===== src/rtl/axil_lsu_bridge.sv =====
// Single-outstanding load/store bridge from the Z-Core execute stage onto an AXI4-Lite master port.
// Define AXIL_LSU_MISALIGN_CHECK_EN to reject misaligned halfword/word requests without touching the bus.
module axil_lsu_bridge #(
  parameter int unsigned ADDR_WIDTH = 32
) (
  input  logic                  clk,
  input  logic                  rstn,
  input  logic                  req_valid,
  output logic                  req_ready,
  input  logic                  req_we,
  input  logic [1:0]            req_size,
  input  logic                  req_unsigned,
  input  logic [ADDR_WIDTH-1:0] req_addr,
  input  logic [31:0]           req_wdata,
  output logic                  resp_valid,
  output logic [31:0]           resp_rdata,
  output logic                  resp_err,
  output logic [ADDR_WIDTH-1:0] m_axil_awaddr,
  output logic [2:0]            m_axil_awprot,
  output logic                  m_axil_awvalid,
  input  logic                  m_axil_awready,
  output logic [31:0]           m_axil_wdata,
  output logic [3:0]            m_axil_wstrb,
  output logic                  m_axil_wvalid,
  input  logic                  m_axil_wready,
  input  logic [1:0]            m_axil_bresp,
  input  logic                  m_axil_bvalid,
  output logic                  m_axil_bready,
  output logic [ADDR_WIDTH-1:0] m_axil_araddr,
  output logic [2:0]            m_axil_arprot,
  output logic                  m_axil_arvalid,
  input  logic                  m_axil_arready,
  input  logic [31:0]           m_axil_rdata,
  input  logic [1:0]            m_axil_rresp,
  input  logic                  m_axil_rvalid,
  output logic                  m_axil_rready
);

  localparam int unsigned DATA_W = 32;
  localparam int unsigned STRB_W = DATA_W / 8;

  typedef enum logic [2:0] {IDLE, WRITE, WR_RESP, READ, RD_DATA} state_e;

  state_e                state_q, state_d;
  logic                  aw_done_q, aw_done_d, w_done_q, w_done_d;
  logic                  awvalid_q, awvalid_d, wvalid_q, wvalid_d, bready_q, bready_d;
  logic                  arvalid_q, arvalid_d, rready_q, rready_d;
  logic [ADDR_WIDTH-1:0] awaddr_q, awaddr_d, araddr_q, araddr_d;
  logic [DATA_W-1:0]     wdata_q, wdata_d;
  logic [STRB_W-1:0]     wstrb_q, wstrb_d;
  logic [1:0]            size_q, size_d, addr_lo_q, addr_lo_d;
  logic                  uns_q, uns_d;
  logic                  req_ready_q, req_ready_d;
  logic                  resp_valid_q, resp_valid_d, resp_err_q, resp_err_d;
  logic [DATA_W-1:0]     resp_rdata_q, resp_rdata_d;

  logic                  misalign_c;
  logic [ADDR_WIDTH-1:0] aligned_c;
  logic [DATA_W-1:0]     wrep_c, load_c;
  logic [STRB_W-1:0]     strb_c;
  logic [7:0]            byte_c;
  logic [15:0]           half_c;

`ifdef AXIL_LSU_MISALIGN_CHECK_EN
  assign misalign_c = ((req_size == 2'b01) && req_addr[0]) ||
                      (req_size[1] && (req_addr[1:0] != 2'b00));
`else
  assign misalign_c = 1'b0;
`endif

  assign aligned_c = {req_addr[ADDR_WIDTH-1:2], 2'b00};

  // Store lane replication and byte strobes for the incoming request
  always_comb begin
    wrep_c = req_wdata;
    strb_c = 4'b1111;
    case (req_size)
      2'b00: begin
        wrep_c = {4{req_wdata[7:0]}};
        strb_c = 4'b0001 << req_addr[1:0];
      end
      2'b01: begin
        wrep_c = {2{req_wdata[15:0]}};
        strb_c = req_addr[1] ? 4'b1100 : 4'b0011;
      end
      default: ;
    endcase
  end

  // Load lane selection and extension from the registered request
  always_comb begin
    byte_c = m_axil_rdata[{addr_lo_q, 3'b000} +: 8];
    half_c = m_axil_rdata[{addr_lo_q[1], 4'b0000} +: 16];
    load_c = m_axil_rdata;
    case (size_q)
      2'b00:   load_c = uns_q ? {24'h000000, byte_c} : {{24{byte_c[7]}}, byte_c};
      2'b01:   load_c = uns_q ? {16'h0000, half_c} : {{16{half_c[15]}}, half_c};
      default: ;
    endcase
  end

  always_comb begin
    state_d      = state_q;
    aw_done_d    = aw_done_q;
    w_done_d     = w_done_q;
    awvalid_d    = awvalid_q;
    wvalid_d     = wvalid_q;
    bready_d     = bready_q;
    arvalid_d    = arvalid_q;
    rready_d     = rready_q;
    awaddr_d     = awaddr_q;
    araddr_d     = araddr_q;
    wdata_d      = wdata_q;
    wstrb_d      = wstrb_q;
    size_d       = size_q;
    addr_lo_d    = addr_lo_q;
    uns_d        = uns_q;
    resp_valid_d = 1'b0;
    resp_err_d   = 1'b0;
    resp_rdata_d = '0;
    case (state_q)
      IDLE: begin
        if (req_valid && req_ready_q) begin
          size_d    = req_size;
          addr_lo_d = req_addr[1:0];
          uns_d     = req_unsigned;
          if (misalign_c) begin
            resp_valid_d = 1'b1;
            resp_err_d   = 1'b1;
          end else if (req_we) begin
            state_d   = WRITE;
            awvalid_d = 1'b1;
            wvalid_d  = 1'b1;
            aw_done_d = 1'b0;
            w_done_d  = 1'b0;
            awaddr_d  = aligned_c;
            wdata_d   = wrep_c;
            wstrb_d   = strb_c;
          end else begin
            state_d   = READ;
            arvalid_d = 1'b1;
            araddr_d  = aligned_c;
          end
        end
      end
      WRITE: begin
        if (awvalid_q && m_axil_awready) begin
          awvalid_d = 1'b0;
          aw_done_d = 1'b1;
        end
        if (wvalid_q && m_axil_wready) begin
          wvalid_d = 1'b0;
          w_done_d = 1'b1;
        end
        if (aw_done_d && w_done_d) begin
          state_d  = WR_RESP;
          bready_d = 1'b1;
        end
      end
      WR_RESP: begin
        if (m_axil_bvalid) begin
          state_d      = IDLE;
          bready_d     = 1'b0;
          resp_valid_d = 1'b1;
          resp_err_d   = (m_axil_bresp != 2'b00);
        end
      end
      READ: begin
        if (m_axil_arready) begin
          state_d   = RD_DATA;
          arvalid_d = 1'b0;
          rready_d  = 1'b1;
        end
      end
      RD_DATA: begin
        if (m_axil_rvalid) begin
          state_d      = IDLE;
          rready_d     = 1'b0;
          resp_valid_d = 1'b1;
          resp_err_d   = (m_axil_rresp != 2'b00);
          resp_rdata_d = (m_axil_rresp != 2'b00) ? '0 : load_c;
        end
      end
      default: state_d = IDLE;
    endcase
    // Ready returns only once the response pulse has been presented
    req_ready_d = (state_d == IDLE) && !resp_valid_d;
  end

  always_ff @(posedge clk) begin
    if (!rstn) begin
      state_q      <= IDLE;
      aw_done_q    <= 1'b0;
      w_done_q     <= 1'b0;
      awvalid_q    <= 1'b0;
      wvalid_q     <= 1'b0;
      bready_q     <= 1'b0;
      arvalid_q    <= 1'b0;
      rready_q     <= 1'b0;
      awaddr_q     <= '0;
      araddr_q     <= '0;
      wdata_q      <= '0;
      wstrb_q      <= '0;
      size_q       <= 2'b00;
      addr_lo_q    <= 2'b00;
      uns_q        <= 1'b0;
      req_ready_q  <= 1'b1;
      resp_valid_q <= 1'b0;
      resp_err_q   <= 1'b0;
      resp_rdata_q <= '0;
    end else begin
      state_q      <= state_d;
      aw_done_q    <= aw_done_d;
      w_done_q     <= w_done_d;
      awvalid_q    <= awvalid_d;
      wvalid_q     <= wvalid_d;
      bready_q     <= bready_d;
      arvalid_q    <= arvalid_d;
      rready_q     <= rready_d;
      awaddr_q     <= awaddr_d;
      araddr_q     <= araddr_d;
      wdata_q      <= wdata_d;
      wstrb_q      <= wstrb_d;
      size_q       <= size_d;
      addr_lo_q    <= addr_lo_d;
      uns_q        <= uns_d;
      req_ready_q  <= req_ready_d;
      resp_valid_q <= resp_valid_d;
      resp_err_q   <= resp_err_d;
      resp_rdata_q <= resp_rdata_d;
    end
  end

  assign req_ready      = req_ready_q;
  assign resp_valid     = resp_valid_q;
  assign resp_err       = resp_err_q;
  assign resp_rdata     = resp_rdata_q;
  assign m_axil_awaddr  = awaddr_q;
  assign m_axil_awprot  = 3'b000;
  assign m_axil_awvalid = awvalid_q;
  assign m_axil_wdata   = wdata_q;
  assign m_axil_wstrb   = wstrb_q;
  assign m_axil_wvalid  = wvalid_q;
  assign m_axil_bready  = bready_q;
  assign m_axil_araddr  = araddr_q;
  assign m_axil_arprot  = 3'b000;
  assign m_axil_arvalid = arvalid_q;
  assign m_axil_rready  = rready_q;

endmodule


===== config.mk =====
export PLATFORM = sky130hd
export DESIGN_NAME = axil_lsu_bridge
export DESIGN_NICKNAME = d
export VERILOG_FILES = /design/src/rtl/axil_lsu_bridge.sv
export SDC_FILE = /design/constraint.sdc
export NUM_CORES = 1
export LEC_CHECK = 0
export ABC_AREA = 1
export CAP_MARGIN = 25
export CORE_UTILIZATION = 30
export DETAILED_ROUTE_END_ITERATION = 7
export PLACE_DENSITY_LB_ADDON = 0.12
export SYNTH_ARGS = -nofsm -noshare
export SYNTH_HDL_FRONTEND = slang
export SYNTH_SLANG_ARGS = --single-unit

===== constraint.sdc =====
create_clock -name clk -period 1.4 [get_ports clk]
set_input_delay 0.14 -clock clk [delete_from_list [all_inputs] [get_ports clk]]
set_output_delay 0.14 -clock clk [all_outputs]
set_load 0.005 [all_outputs]

==> key figures <==
Final layout
  • Syn-to-layout area delta: 61.2%
  • Ratio of cells with drive above 1 in the final layout: 12.3%
  • Final Core Density: 50.1%
  • Fin cells: between 1,000 and 1,500
  • Diode count: 0
  • Nets: 1,174

Critical path
  • R2r worst-path depth: 7
  • Reg2reg start: state_q[2]
  • R2r setup slk: -0.04 ns
  • Crit path capture type: register
  • CP arrival: 1.75 ns
  • Worst r2r dst: m_axil_wstrb[0]
  • Req. time, crit path: 1.71 ns
  • Crit-path max FO: 8
  • Kind of critical path: reg -> reg
  • Startpoint class of the critical path: register

Timing
  • Clk_skew: 0.00700 ns
  • RSZ-0062 raised after global routing: true
  • Final hold violation count: 0
  • Worst hold slack: 0.181 ns
  • Pins Over Slew Limit: 0
  • Final WS setup: -0.0361 ns
  • Final setup violation count: 31
  • TNS Setup: -0.328 ns
  • Post-layout min period: 1.44 ns
  • FMAX: 0.696 GHz
  • Final period util: 103%

Logic synthesis
  • Post-Syn Instances: 800
  • Async SR Flop Fraction: 0%
  • YS warnings: 0
  • Post-Syn Area per Cell: 7.36 µm²
  • Synth cell types: 30
  • Post-Synthesis Cell Area: about 5900 µm²
  • Register bit count reported by yosys: 146
  • Post-synth EDFFs: 0
  • Main flop type after synthesis: dfxtp_1
  • Post-synthesis sequential area ratio: 49.6%

Detailed routing
  • Vias per Instance: 4.50
  • DR WL/cell: ~14 µm
  • Initial drt markers: 246
  • Vias: 6,008
  • Final ANT Viol Nets: 0
  • Final wirelength: 19,300 µm
  • DRC Markers: 0
  • TritonRoute pass-1 iters: 4

Min path
  • Hold Crit Depth: 4
  • Hold wc startpoint: rstn
  • Worst min path class: in -> reg
  • Min-Delay Endpoint: state_q[2]

Clock tree
  • CTS sink count: 146
  • CTS tree: yes
  • Longest Clk Path Bufs: 2
  • Htree depth: 4
  • CTS buffer count: 17
  • Root buf cell: clkbuf_16
  • Clk Latency, worst-skew pair: 0.42 ns
  • Clock transition at the registers of the reported paths: approximately 0.060 ns

Placement
  • Post-DP HPWL: 12,900 µm
  • Placer Congestion: 0.835
  • Port bufs: between 200 and 250
  • Placed insts: between 1,000 and 1,500

Global route
  • Grt ovf: 0
  • Global-route wire length before repair: around 30,000 µm
  • Vias in the first global route: 5,670
  • Initial antenna violation count: 0
  • GRT Util Overall: 19.0%
  • Largest net degree at the start of global routing: ~100

Pwr
  • Pwr/cell area: roughly 1200 nW/µm²
  • Total Power: 0.0117 W
  • VDD IR max: about 0.76 mV
  • LEAKAGE: 4.73 nW

Outcome
  • Failing checks: setup timing
  • Status: finished with violations

Die
  • FP Rows: 50
  • Die width: approximately 140 µm
  • Die area: 20,200 µm²
  • Overall die height: 142 µm
  • Num ports: 258
  • Core Box Area: 19,000 µm²
  • Starting density of the core: 31.1%

Flow run
  • Max Cap Viol: 0
[critical path, stage by stage (launching register included)]
cell       delay [ns]
dfxtp_4          0.36
nor2_4           0.17
nand3_4          0.10
nor2_4           0.18
buf_6            0.18
buf_12           0.12
clkbuf_16        0.15
a21oi_1          0.06
[area by class of cell]
type / count / area (µm²)
Fill cell: 1931 / 9470
Sequential cell: 146 / 2940
Timing Repair Buffer: 292 / 2910
Multi-Input combinational cell: 566 / 2580
Clock buffer: 18 / 439
Tap cell: 260 / 325
Inverter: 39 / 154
Clock inverter: 14 / 141
[layer usage]
layer	GRT usage (%)	vias up	part of all wire, %
met5	0	-	0
met4	6.11	0	0.98
met3	7.23	13	9.2
met1	23.6	2708	44
li1	-	3106	-
met2	30.3	181	46
[cells in the mapped netlist (2+ instances only)]
cell type / instances / area (µm²)
nor2_4: 2 / 22.5
o21ai_0: 104 / 521
buf_2: 16 / 80.1
a31oi_1: 2 / 12.5
nand2_2: 2 / 12.5
buf_6: 9 / 101
buf_4: 13 / 97.6
a21oi_1: 84 / 420
clkbuf_1: 18 / 67.6
nor2_1: 167 / 627
nand3_1: 14 / 70.1
nand3_2: 2 / 20.0
dfxtp_1: 146 / 2920
o21ai_1: 6 / 30.0
nand2_1: 154 / 578
a22oi_1: 3 / 22.5
inv_2: 4 / 15.0
or2_2: 2 / 12.5
o211ai_1: 7 / 52.6
inv_1: 34 / 128
buf_1: 2 / 7.51
[worst max-delay path by stage]
stage	from	slack, ns	to	depth (start not counted)
detailed placement	req_valid	-0.20	m_axil_wdata[29]	8
CTS	state_q[1]	-0.01	m_axil_awaddr[6]	7
global placement	req_valid	-0.15	m_axil_wdata[14]	8
global route	state_q[2]	-0.12	m_axil_awaddr[16]	8
finish	state_q[2]	-0.04	m_axil_wstrb[0]	7
floorplan	state_q[1]	0.12	m_axil_awaddr[23]	8
[power by group]
group | internal, W | total, W | switching, W | leakage (nW)
Combinational | 0.00119 | 0.00246 | 0.00127 | 3.25
Sequential | 0.00449 | 0.00466 | 0.000168 | 1.20
Clock | 0.00255 | 0.00456 | 0.00201 | 0.279
Total | 0.00823 | 0.0117 | 0.00344 | 4.73
[per-stage QoR]
step	setup WS, ns	cell area [µm²]
floorplan	0.118	5920
global placement	-0.153	8720
detailed placement	-0.196	8720
CTS	-0.0128	9230
global route	-0.120	9490
finish	-0.0361	9490
[logic make-up (layout without fill, tap and decap cells)]
logic type,count (synthesis),after routing,synth area share (%)
compound gates,209,209,18.4
buf+inv,97,363,8.54
simple gates,347,347,23.4
flops,146,146,49.6
other cells,1,10,0.0637
[cell usage in the layout (no fill, tap or decap), types with 2 or more instances in the layout]
cell type	n
clkinvlp_4	3
a31oi_1	2
inv_4	3
dlymetal6s2s_1	14
a21oi_2	10
or2_2	2
inv_6	6
inv_2	3
dfxtp_2	14
nand3_1	13
a21oi_1	75
dlygate4sd2_1	115
buf_6	4
dfxtp_1	131
o21ai_1	24
nor2_2	9
nand2_2	2
clkdlybuf4s50_1	117
o211ai_1	7
clkbuf_16	20
nand2_1	154
nand3_2	2
o21ai_2	4
conb_1	10
inv_8	2
nor2_4	2
buf_4	26
inv_1	33
buf_12	11
nor2_1	159
o21ai_0	82
a22oi_1	3
[sequential cells by signal (all words and copies together), names as in the netlist, 2 cells and up]
| name | cells |
|---|---|
| m_axil_wstrb | 4 |
| m_axil_araddr | 30 |
| size_q | 2 |
| m_axil_wdata | 32 |
| resp_rdata | 32 |
| addr_lo_q | 2 |
| m_axil_awaddr | 30 |
| state_q | 3 |
[timing repair]
item                       4_1_cts  5_1_grt
hold buffers                     0        0
resized for setup              131       71
setup endpoints to repair      124      104
cloned                           1        4
pin swaps                        0        6
setup buffers                    1        5
Note: power is estimated with default switching activity, not from simulation.
